`src/rtl/gnr_node_array_pkg.sv`:
```
// ----------------------------------------------------------------------------
// gnr_pkg: shared constants and helpers for the gene-node array.
// Rev 1.0
// ----------------------------------------------------------------------------
`default_nettype none

package gnr_pkg;

  localparam int GNR_LUT_IDX_MAX = 6;

  function automatic int gnr_clog2(input int v);
    int r;
    r = 0;
    for (int i = 0; i < 31; i++) begin
      if ((1 << i) < v) r = i + 1;
    end
    return r;
  endfunction

  // Saturating increment; callers truncate the result to their counter width.
  function automatic logic [31:0] gnr_sat_inc(input logic [31:0] cnt, input logic [31:0] max_v);
    return (cnt >= max_v) ? max_v : cnt + 32'd1;
  endfunction

endpackage

`default_nettype wire

```
`src/rtl/gnr_node_array_if.sv`:
```
// ----------------------------------------------------------------------------
// gnr_node_array_if: control, regulator and state bundle of the gene-node array.
// Rev 1.0
// ----------------------------------------------------------------------------
`default_nettype none

interface gnr_node_array_if #(
  parameter int NUM_CH = 2,
  parameter int K      = 2
);
  logic                  reset_nos;
  logic                  hold_mode;
  logic [(2**K)-1:0]     lut;
  logic [NUM_CH-1:0]     init_state;
  logic [NUM_CH-1:0]     start_s;
  logic [NUM_CH*K-1:0]   regs_in;
  logic [NUM_CH-1:0]     s;
  logic [NUM_CH-1:0]     galphas_s;
  logic [NUM_CH-1:0]     stable;

  modport master (
    output reset_nos, hold_mode, lut, init_state, start_s, regs_in,
    input  s, galphas_s, stable
  );

  modport slave (
    input  reset_nos, hold_mode, lut, init_state, start_s, regs_in,
    output s, galphas_s, stable
  );
endinterface

`default_nettype wire

```
`src/rtl/gnr_node_array_ch.sv`:
```
// ----------------------------------------------------------------------------
// gnr_node_ch: one boolean gene-node channel with update divider and stability flag.
// Rev 1.0
// ----------------------------------------------------------------------------
`default_nettype none

module gnr_node_ch
  import gnr_pkg::*;
#(
  parameter int K          = 2,
  parameter int DIV        = 2,
  parameter int STABLE_THR = 4,
  parameter int STAB_W     = 4
) (
  input  wire logic              clk,
  input  wire logic              rst,
  input  wire logic              reset_nos_i,
  input  wire logic              hold_mode_i,
  input  wire logic [(2**K)-1:0] lut_i,
  input  wire logic              init_i,
  input  wire logic              start_i,
  input  wire logic [K-1:0]      regs_i,
  output logic                   s_o,
  output logic                   stable_o
);

  localparam int                PH_W      = (DIV > 1) ? gnr_clog2(DIV) : 1;
  localparam logic [PH_W-1:0]   PH_RELOAD = PH_W'(DIV - 1);
  localparam logic [31:0]       CNT_MAX   = 32'((1 << STAB_W) - 1);
  localparam logic [STAB_W-1:0] THR       = STAB_W'(STABLE_THR);

  logic              s_q;
  logic              stable_q;
  logic [PH_W-1:0]   phase_q;
  logic [STAB_W-1:0] cnt_q;
  logic              s_d;
  logic [STAB_W-1:0] cnt_d;

  always_comb begin
    s_d   = hold_mode_i ? s_q : lut_i[regs_i];
    cnt_d = '0;
    if (s_d == s_q) cnt_d = STAB_W'(gnr_sat_inc(32'(cnt_q), CNT_MAX));
  end

  // After rst the divider is preloaded so the first start is skipped;
  // after reset_nos it is cleared so the first start updates.
  always_ff @(posedge clk) begin
    if (!rst) begin
      s_q      <= 1'b0;
      cnt_q    <= '0;
      stable_q <= 1'b0;
      phase_q  <= PH_RELOAD;
    end else if (reset_nos_i) begin
      s_q      <= init_i;
      cnt_q    <= '0;
      stable_q <= 1'b0;
      phase_q  <= '0;
    end else if (start_i) begin
      if (phase_q == '0) begin
        s_q      <= s_d;
        cnt_q    <= cnt_d;
        stable_q <= (cnt_d >= THR);
        phase_q  <= PH_RELOAD;
      end else begin
        phase_q  <= phase_q - PH_W'(1);
      end
    end
  end

  assign s_o      = s_q;
  assign stable_o = stable_q;

endmodule

`default_nettype wire

```
`src/rtl/gnr_node_array.sv`:
```
// ----------------------------------------------------------------------------
// gnr_node_array: NUM_CH independent gene-node channels sharing one truth table.
// Rev 1.0
// ----------------------------------------------------------------------------
`default_nettype none

module gnr_node_array
  import gnr_pkg::*;
#(
  parameter int NUM_CH     = 2,
  parameter int K          = 2,
  parameter int DIV        = 2,
  parameter int STABLE_THR = 4,
  parameter int STAB_W     = 4
) (
  input  wire logic        clk,
  input  wire logic        rst,
  gnr_node_array_if.slave  bus
);

  logic [NUM_CH-1:0] s_w;
  logic [NUM_CH-1:0] stable_w;

  for (genvar c = 0; c < NUM_CH; c++) begin : g_ch
    gnr_node_ch #(
      .K          (K),
      .DIV        (DIV),
      .STABLE_THR (STABLE_THR),
      .STAB_W     (STAB_W)
    ) u_ch (
      .clk         (clk),
      .rst         (rst),
      .reset_nos_i (bus.reset_nos),
      .hold_mode_i (bus.hold_mode),
      .lut_i       (bus.lut),
      .init_i      (bus.init_state[c]),
      .start_i     (bus.start_s[c]),
      .regs_i      (bus.regs_in[c*K +: K]),
      .s_o         (s_w[c]),
      .stable_o    (stable_w[c])
    );
  end

  assign bus.s         = s_w;
  assign bus.galphas_s = s_w;
  assign bus.stable    = stable_w;

endmodule

`default_nettype wire

```
`src/flat_wrapper.sv`:
```
// flat-port wrapper written by rule: the top's interface ports become plain ports
module gnr_node_array_flat import gnr_pkg::*;
#(
  parameter int NUM_CH     = 2,
  parameter int K          = 2,
  parameter int DIV        = 2,
  parameter int STABLE_THR = 4,
  parameter int STAB_W     = 4
)
  (clk, rst, bus_reset_nos, bus_hold_mode, bus_lut, bus_init_state, bus_start_s, bus_regs_in, bus_s, bus_galphas_s, bus_stable);
  gnr_node_array_if #(.NUM_CH(NUM_CH), .K(K)) bus_i ();
  input  wire logic clk;
  input  wire logic rst;
  input wire logic [$bits(bus_i.reset_nos)-1:0] bus_reset_nos;
  input wire logic [$bits(bus_i.hold_mode)-1:0] bus_hold_mode;
  input wire logic [$bits(bus_i.lut)-1:0] bus_lut;
  input wire logic [$bits(bus_i.init_state)-1:0] bus_init_state;
  input wire logic [$bits(bus_i.start_s)-1:0] bus_start_s;
  input wire logic [$bits(bus_i.regs_in)-1:0] bus_regs_in;
  output wire logic [$bits(bus_i.s)-1:0] bus_s;
  output wire logic [$bits(bus_i.galphas_s)-1:0] bus_galphas_s;
  output wire logic [$bits(bus_i.stable)-1:0] bus_stable;
  assign bus_i.reset_nos = bus_reset_nos;
  assign bus_i.hold_mode = bus_hold_mode;
  assign bus_i.lut = bus_lut;
  assign bus_i.init_state = bus_init_state;
  assign bus_i.start_s = bus_start_s;
  assign bus_i.regs_in = bus_regs_in;
  assign bus_s = bus_i.s;
  assign bus_galphas_s = bus_i.galphas_s;
  assign bus_stable = bus_i.stable;
  gnr_node_array #(.NUM_CH(NUM_CH), .K(K), .DIV(DIV), .STABLE_THR(STABLE_THR), .STAB_W(STAB_W)) u_core (.clk(clk), .rst(rst), .bus(bus_i));
endmodule
```
`config.mk`:
```
export PLATFORM = sky130hd
export DESIGN_NAME = gnr_node_array_flat
export DESIGN_NICKNAME = d
export VERILOG_FILES = /design/src/rtl/gnr_node_array_pkg.sv /design/src/rtl/gnr_node_array_if.sv /design/src/rtl/gnr_node_array_ch.sv /design/src/rtl/gnr_node_array.sv /design/src/flat_wrapper.sv
export SDC_FILE = /design/constraint.sdc
export NUM_CORES = 1
export LEC_CHECK = 0
export ABC_CLOCK_PERIOD_IN_PS = 1500
export BUFFER_PORTS_ARGS = -buffer_cell sky130_fd_sc_hd__buf_2
export CAP_MARGIN = 0
export CORE_ASPECT_RATIO = 0.5
export CORE_UTILIZATION = 25
export CTS_CLUSTER_DIAMETER = 150
export DETAILED_ROUTE_END_ITERATION = 7
export GPL_ROUTABILITY_DRIVEN = 0
export GPL_TIMING_DRIVEN = 0
export PLACE_DENSITY_LB_ADDON = 0.2
export SLEW_MARGIN = 20
export SYNTH_ARGS = -nofsm -noshare
export SYNTH_HDL_FRONTEND = slang
export SYNTH_HIERARCHICAL = 1
export SYNTH_SLANG_ARGS = --single-unit
export TNS_END_PERCENT = 100
```
`constraint.sdc`:
```
create_clock -name clk -period 1.5 [get_ports clk]
set_input_delay 0.075 -clock clk [delete_from_list [all_inputs] [get_ports clk]]
set_output_delay 0.075 -clock clk [all_outputs]
set_load 0.02 [all_outputs]
```
==> results of run 1 <==
==> power groups by stage <==
stage	Sequential (µW)	Combinational [µW]	Clock, µW
finish	396	134	365
global route	398	148	404
CTS	396	136	383
detailed placement	404	135	0
global placement	404	133	0
floorplan	406	79.7	0
==> synthesized netlist by cell type (4+ instances only) <==
cell / n / area share
nand2_1: 16 / 0.071
dfxtp_1: 14 / 0.33
o21ai_1: 10 / 0.059
a31oi_1: 6 / 0.044
inv_1: 6 / 0.027
mux2i_1: 6 / 0.071
nor3b_1: 6 / 0.053
o21ai_0: 6 / 0.035
a21oi_1: 4 / 0.024
nor2b_1: 4 / 0.029
==> layout make-up <==
cell class	count	area (µm²)
Buffer	2	15.01
Inverter	6	22.52
Tap cell	40	50.05
Sequential cell	14	280.3
Fill cell	334	2059
Multi-Input combinational cell	80	530.5
Clock buffer	4	55.05
Timing Repair Buffer	21	105.1
==> cells in the final DEF, fill, tap and decap left out, types with 4 or more instances in the layout <==
cell / synthesis / layout
a31oi_1: 6 / 6
clkbuf_8: 0 / 4
o21ai_0: 6 / 6
dfxtp_1: 14 / 14
mux2i_1: 6 / 6
a21oi_1: 4 / 4
inv_1: 6 / 6
buf_2: 0 / 21
nand2_1: 16 / 16
nor2b_1: 4 / 4
o21ai_1: 10 / 10
nor3b_1: 6 / 6
==> cells by family after synthesis <==
family / after synthesis / synth area share
adders and majority gates: 2 / 0.02949
buffers and inverters: 8 / 0.04424
and+or+nand+nor: 36 / 0.2153
DFF: 14 / 0.3304
muxes: 8 / 0.09735
AOI/OAI and AO/OA: 30 / 0.2419
xor gates and xnor gates: 4 / 0.04131
==> path summary, 6_finish.rpt <==
path | from | endpoint | slack [ps]
min | rst | u_core/g_ch[1].u_ch/phase_q$_SDFFE_PN1P_ | 70
max reg2reg | u_core/g_ch[0].u_ch/cnt_q[0]$_SDFFE_PP0P_ | u_core/g_ch[0].u_ch/stable_o$_SDFFE_PP0P_ | 260
min reg2reg | u_core/g_ch[0].u_ch/stable_o$_SDFFE_PP0P_ | u_core/g_ch[0].u_ch/stable_o$_SDFFE_PP0P_ | 440
max | u_core/g_ch[0].u_ch/cnt_q[0]$_SDFFE_PP0P_ | u_core/g_ch[0].u_ch/stable_o$_SDFFE_PP0P_ | 260
==> metal layers <==
metal	GRT usage	vias up	routed length [µm]
met4	0.06102	0	38
met1	0.1310	321	893
li1	-	412	-
met2	0.1672	22	687
met3	0.02918	4	76
met5	0	-	0
==> registers in the layout, indices dropped and copies added, names as in the netlist <==
register	flops
u_core/g_ch.u_ch/s_o	2
u_core/g_ch.u_ch/stable_o	2
u_core/g_ch.u_ch/phase_q	2
u_core/g_ch.u_ch/cnt_q	8
==> critical path, stage by stage, from the launching register on <==
cell,delay (ps)
dfxtp_1,350
ha_1,270
or2_2,300
a21oi_1,140
o21ai_1,70
==> stage by stage <==
step           instance area, µm²  hold slack (ps)  cells
2_1_floorplan               848.3            151.2    102
3_3_place_gp                 1003            315.8    163
6_report                     1059            74.06    167
3_5_place_dp                 1003            332.7    163
5_1_grt                      1059            76.74    167
4_1_cts                      1059            75.64    167
==> out/results.tsv, run 1 <==
stage	metric	value	unit
outcome	outcome	finished clean	
clocking	CTS tree	done	
sta	fin crit period	1243	ps
detailed_routing	Vias per Instance	4.545	
die	Die ar.	3644	µm²
global_routing	vias in the first global route	679	
die	overall die height	43.19	µm
sta	Least-Margin Pin Slew	617.6	ps
final_layout	Ant. Diodes	0	
die	Initial Util	0.2721	
die	# IOs	22	
worst_setup_path	R2R depth	4	
detailed_routing	Antenna Violating Nets Remaining	0	
yosys	syn nets	120	
clocking	H-tree levels	1	
clocking	clock root buffer	clkbuf_8	
final_layout	post-layout util	0.3395	
sta	Setup Skew	1.934	ps
power_and_ir_drop	Switching Power	220.1	µW
power_and_ir_drop	leakage	0.0004465	µW
clocking	clock buffer depth	2	
power_and_ir_drop	Seq pwr share	0.442	
yosys	Synth Register Bits	14	
worst_setup_path	CP required	1630	ps
global_routing	global-route wire length before repair	2.973	mm
global_routing	largest net degree at the start of global routing	9	
sta	setup TNS	0	ps
final_layout	share of cells above drive strength 1	0.2598	
clocking	CTS clk-pin slew, worst paths	60	ps
sta	Slew Limit Fails	0	
power_and_ir_drop	internal power	675.3	µW
clocking	Hold Buf Count CTS	0	
worst_setup_path	CP Capture Type	flop	
die	die width	84.38	µm
power_and_ir_drop	power per cell area	845.9	nW/µm²
yosys	Avg Cell Area, Syn	8.317	µm²
die	core area	3118	µm²
yosys	YS warnings	6	
yosys	Unique masters post-synth	22	
detailed_routing	DR vias	759	
clocking	postcts setup bufs	0	
die	row count	14	
detailed_routing	starting DRC count in detailed routing	52	
power_and_ir_drop	combinational fraction of design power	0.150	
power_and_ir_drop	maximum vdd drop	0.3616	mV
sta	final setup margin	257.1	ps
worst_setup_path	CP Class	flop to flop	
place	IO buf count	21	
sta	Final Hold Viols	0	
global_routing	Tot GR Track Use	0.1056	
power_and_ir_drop	Power Total	895.4	µW
yosys	dominant synthesized flop cell	dfxtp_1	
worst_setup_path	CP Max Fanout	5	
yosys	Async SR Flop Fraction	0	
min_path	hold depth	2	
sta	Slew HR	0.5874	
yosys	Post-Syn Instances	102	
clocking	Clk Latency, worst-skew pair	240	ps
worst_setup_path	CP arrival	1370	ps
detailed_routing	routed len/inst	10.16	µm
global_routing	Congestion Overflow GR	0	
clocking	Num Clock Sinks	14	
min_path	HP Class	input pin to flop	
sta	final count of negative-setup-slack endpoints	0	
yosys	Post-synth EDFFs	0	
global_routing	antenna violations before repair	0	
sta	RSZ-0062 raised after global routing	no	
flow_run	max-cap violations	0	
place	HPWL Detailed	1.284	mm
worst_setup_path	CP startpoint kind	flop	
detailed_routing	Pre-antenna DRT Iters	4	
power_and_ir_drop	clock network fraction of total power	0.408	
final_layout	Syn-to-layout area delta	24.78	%
power_and_ir_drop	Net Sw Frac	0.2458	
final_layout	nets	146	
yosys	Synth Cell Area	848.3	µm²
sta	Max Freq	804.6	MHz
detailed_routing	drt drc	0	
sta	final period utilization	0.8286	
clocking	cts bufs inserted	3	
yosys	Seq/Total Area, Yosys	0.3304	
clocking	Resize count post-CTS	0	
detailed_routing	Post-Route WL	1.696	mm
place	setup slack at placement	263.3	ps
(Power assumes the default switching activity.)
==> inputs of run 2 (changes only) <==
- ABC_CLOCK_PERIOD_IN_PS: 1500 -> 1300
- clock period: 1.5 -> 1.3 ns (I/O delays scaled with it)
==> run 2 against run 1 <==
  * Fmax rose by 4.4%
  * Count of clock-buffer cells in the layout did not move
  * Highest routed layer unchanged
  * Die area did not move
==> out/results.tsv, run 2 (same netlist as run 1, synthesis figures left out) <==
stage	metric	value	unit	change
clocking	cts bufs inserted	3		unchanged
final_layout	Syn-to-layout area delta	28.17	%	
final_layout	Reg area	284.0	µm²	+1.3%
clocking	Clk Latency, worst-skew pair	250	ps	about the same
final_layout	commonest non-fill, non-tap cell in the layout	buf_2		
final_layout	highest-count cells in the layout ignoring fill and taps	21 x buf_2, 16 x nand2_1, 11 x dfxtp_1		
global_routing	vias in the first global route	679		unchanged
sta	Least-Margin Pin Slew	355.6	ps	-261.9 ps
worst_setup_path	CP Class	flop to flop		
clocking	Num Clock Sinks	14		unchanged
detailed_routing	routed len/inst	10.35	µm	+1.9%
detailed_routing	Post-Route WL	1.729	mm	+1.9%
place	IO buf count	21		unchanged
outcome	outcome	finished clean		
flow_run	max-cap violations	0		unchanged
sta	RSZ-0062 raised after global routing	no		
clocking	clock buffer depth	2		unchanged
final_layout	Ant. Diodes	0		unchanged
power_and_ir_drop	internal power	782.3	µW	+16%
sta	setup TNS	0	ps	unchanged
worst_setup_path	CP startpoint kind	flop		
power_and_ir_drop	Seq pwr share	0.439		-0.003
final_layout	multi-input logic area	555.5	µm²	+4.7%
worst_setup_path	CP required	1470	ps	-160 ps
detailed_routing	Pre-antenna DRT Iters	4		unchanged
final_layout	nets	146		unchanged
global_routing	global-route wire length before repair	2.973	mm	unchanged
detailed_routing	starting DRC count in detailed routing	49		-5.8%
global_routing	Congestion Overflow GR	0		unchanged
detailed_routing	DR vias	760		+0.13%
power_and_ir_drop	combinational fraction of design power	0.151		about the same
sta	Slew Limit Fails	0		unchanged
power_and_ir_drop	Net Sw Frac	0.2503		+0.004475
worst_setup_path	slowest CP cell	dfxtp_1		
worst_setup_path	CP Max Fanout	6		+1
power_and_ir_drop	maximum vdd drop	0.4128	mV	+14%
final_layout	Top reg by flops	u_core/g_ch.u_ch/cnt_q		
power_and_ir_drop	power per cell area	959.7	nW/µm²	+13%
power_and_ir_drop	Switching Power	261.1	µW	+19%
detailed_routing	Antenna Violating Nets Remaining	0		unchanged
die	core area	3118	µm²	unchanged
clocking	CTS tree	done		
die	die width	84.38	µm	unchanged
final_layout	fill cell count	331		-0.90%
worst_setup_path	CP Capture Type	flop		
clocking	CTS clk-pin slew, worst paths	60	ps	about the same
clocking	H-tree levels	1		unchanged
die	Initial Util	0.2721		unchanged
place	HPWL Detailed	1.284	mm	unchanged
final_layout	Largest register FFs	8		unchanged
worst_setup_path	Top delay family on crit path	flip-flops		
sta	Final Hold Viols	0		unchanged
power_and_ir_drop	clock network fraction of total power	0.409		about the same
detailed_routing	Vias per Instance	4.551		+0.13%
global_routing	largest net degree at the start of global routing	9		unchanged
detailed_routing	drt drc	0		unchanged
sta	Setup Skew	2.441	ps	+0.5075 ps
power_and_ir_drop	leakage	0.0004459	µW	-0.14%
sta	final period utilization	0.9160		+0.08735
die	# IOs	22		unchanged
global_routing	antenna violations before repair	0		unchanged
clocking	postcts setup bufs	0		unchanged
die	Die ar.	3644	µm²	unchanged
sta	fin crit period	1191	ps	-52.17 ps
clocking	clock root buffer	clkbuf_8		
final_layout	share of cells above drive strength 1	0.3150		+0.05512
min_path	HP Class	input pin to flop		
worst_setup_path	CP arrival	1370	ps	about the same
sta	final count of negative-setup-slack endpoints	0		unchanged
sta	Slew HR	0.7619		+0.1745
die	row count	14		unchanged
global_routing	Tot GR Track Use	0.1056		unchanged
worst_setup_path	CP cell instances	nor3b_1 > mux2i_1 > o311ai_4 > o21ai_1		
die	overall die height	43.19	µm	unchanged
sta	Max Freq	839.8	MHz	+4.4%
sta	Worst Hold Slack	64.30	ps	-9.764 ps
worst_setup_path	max incr delay on CP	360	ps	about the same
worst_setup_path	WP buf/inv	0		unchanged
[run 2: final timing paths]
check | from | to | slack, ps | depth (start not counted)
setup / recovery | u_core/g_ch[0].u_ch/s_o$_SDFFE_PN0P_ | u_core/g_ch[0].u_ch/cnt_q[0]$_SDFFE_PP0P_ | 110 | 4
hold / removal | rst | u_core/g_ch[1].u_ch/phase_q$_SDFFE_PN1P_ | 60 | 2
setup reg to reg | u_core/g_ch[0].u_ch/s_o$_SDFFE_PN0P_ | u_core/g_ch[0].u_ch/cnt_q[0]$_SDFFE_PP0P_ | 110 | 4
hold reg to reg | u_core/g_ch[0].u_ch/stable_o$_SDFFE_PP0P_ | u_core/g_ch[0].u_ch/stable_o$_SDFFE_PP0P_ | 440 | 2
[run 2: power by group through the flow]
stage	Clock [µW]	Combinational [µW]	Sequential [µW]
2_1_floorplan	0	91.9	469
3_5_place_dp	0	156	466
6_report	427	158	458
3_3_place_gp	0	154	466
4_1_cts	442	157	457
5_1_grt	471	175	461
[run 2: area by class of cell]
| type | instances | area share |
|---|---|---|
| timing repair buffer | 21 | 0.09666 |
| sequential | 14 | 0.2612 |
| inverter | 6 | 0.02071 |
| buffer | 2 | 0.01381 |
| multi-input combinational | 80 | 0.5109 |
| tap | 40 | 0.04603 |
| clock buffer | 4 | 0.05063 |
[run 2: layer usage]
metal  track usage  routed length, µm  up-vias
met2        0.1672                711       20
met4       0.06102                 38        0
met1        0.1310                904      323
li1              -                  -      413
met5             0                  0        -
met3       0.02918                 74        4
[run 2: through the flow]
stage / instance area, µm² / worst slack [ps] / total power [µW] / instances / utilization
3_3_place_gp: 1003 / 61.28 / 620.2 / 163 / 0.3218
6_report: 1087 / 109.2 / 1043 / 167 / 0.3487
2_1_floorplan: 848.3 / 137.4 / 560.9 / 102 / -
3_5_place_dp: 1003 / 73.29 / 622.0 / 163 / 0.3218
4_1_cts: 1059 / 61.95 / 1055 / 167 / 0.3395
5_1_grt: 1087 / 8.289 / 1106 / 167 / 0.3487
[run 2: repair_timing]
action / CTS / global route
setup endpoints to repair: 0 / 10
hold buffers: 0 / 0
gates resized for setup: 0 / 8
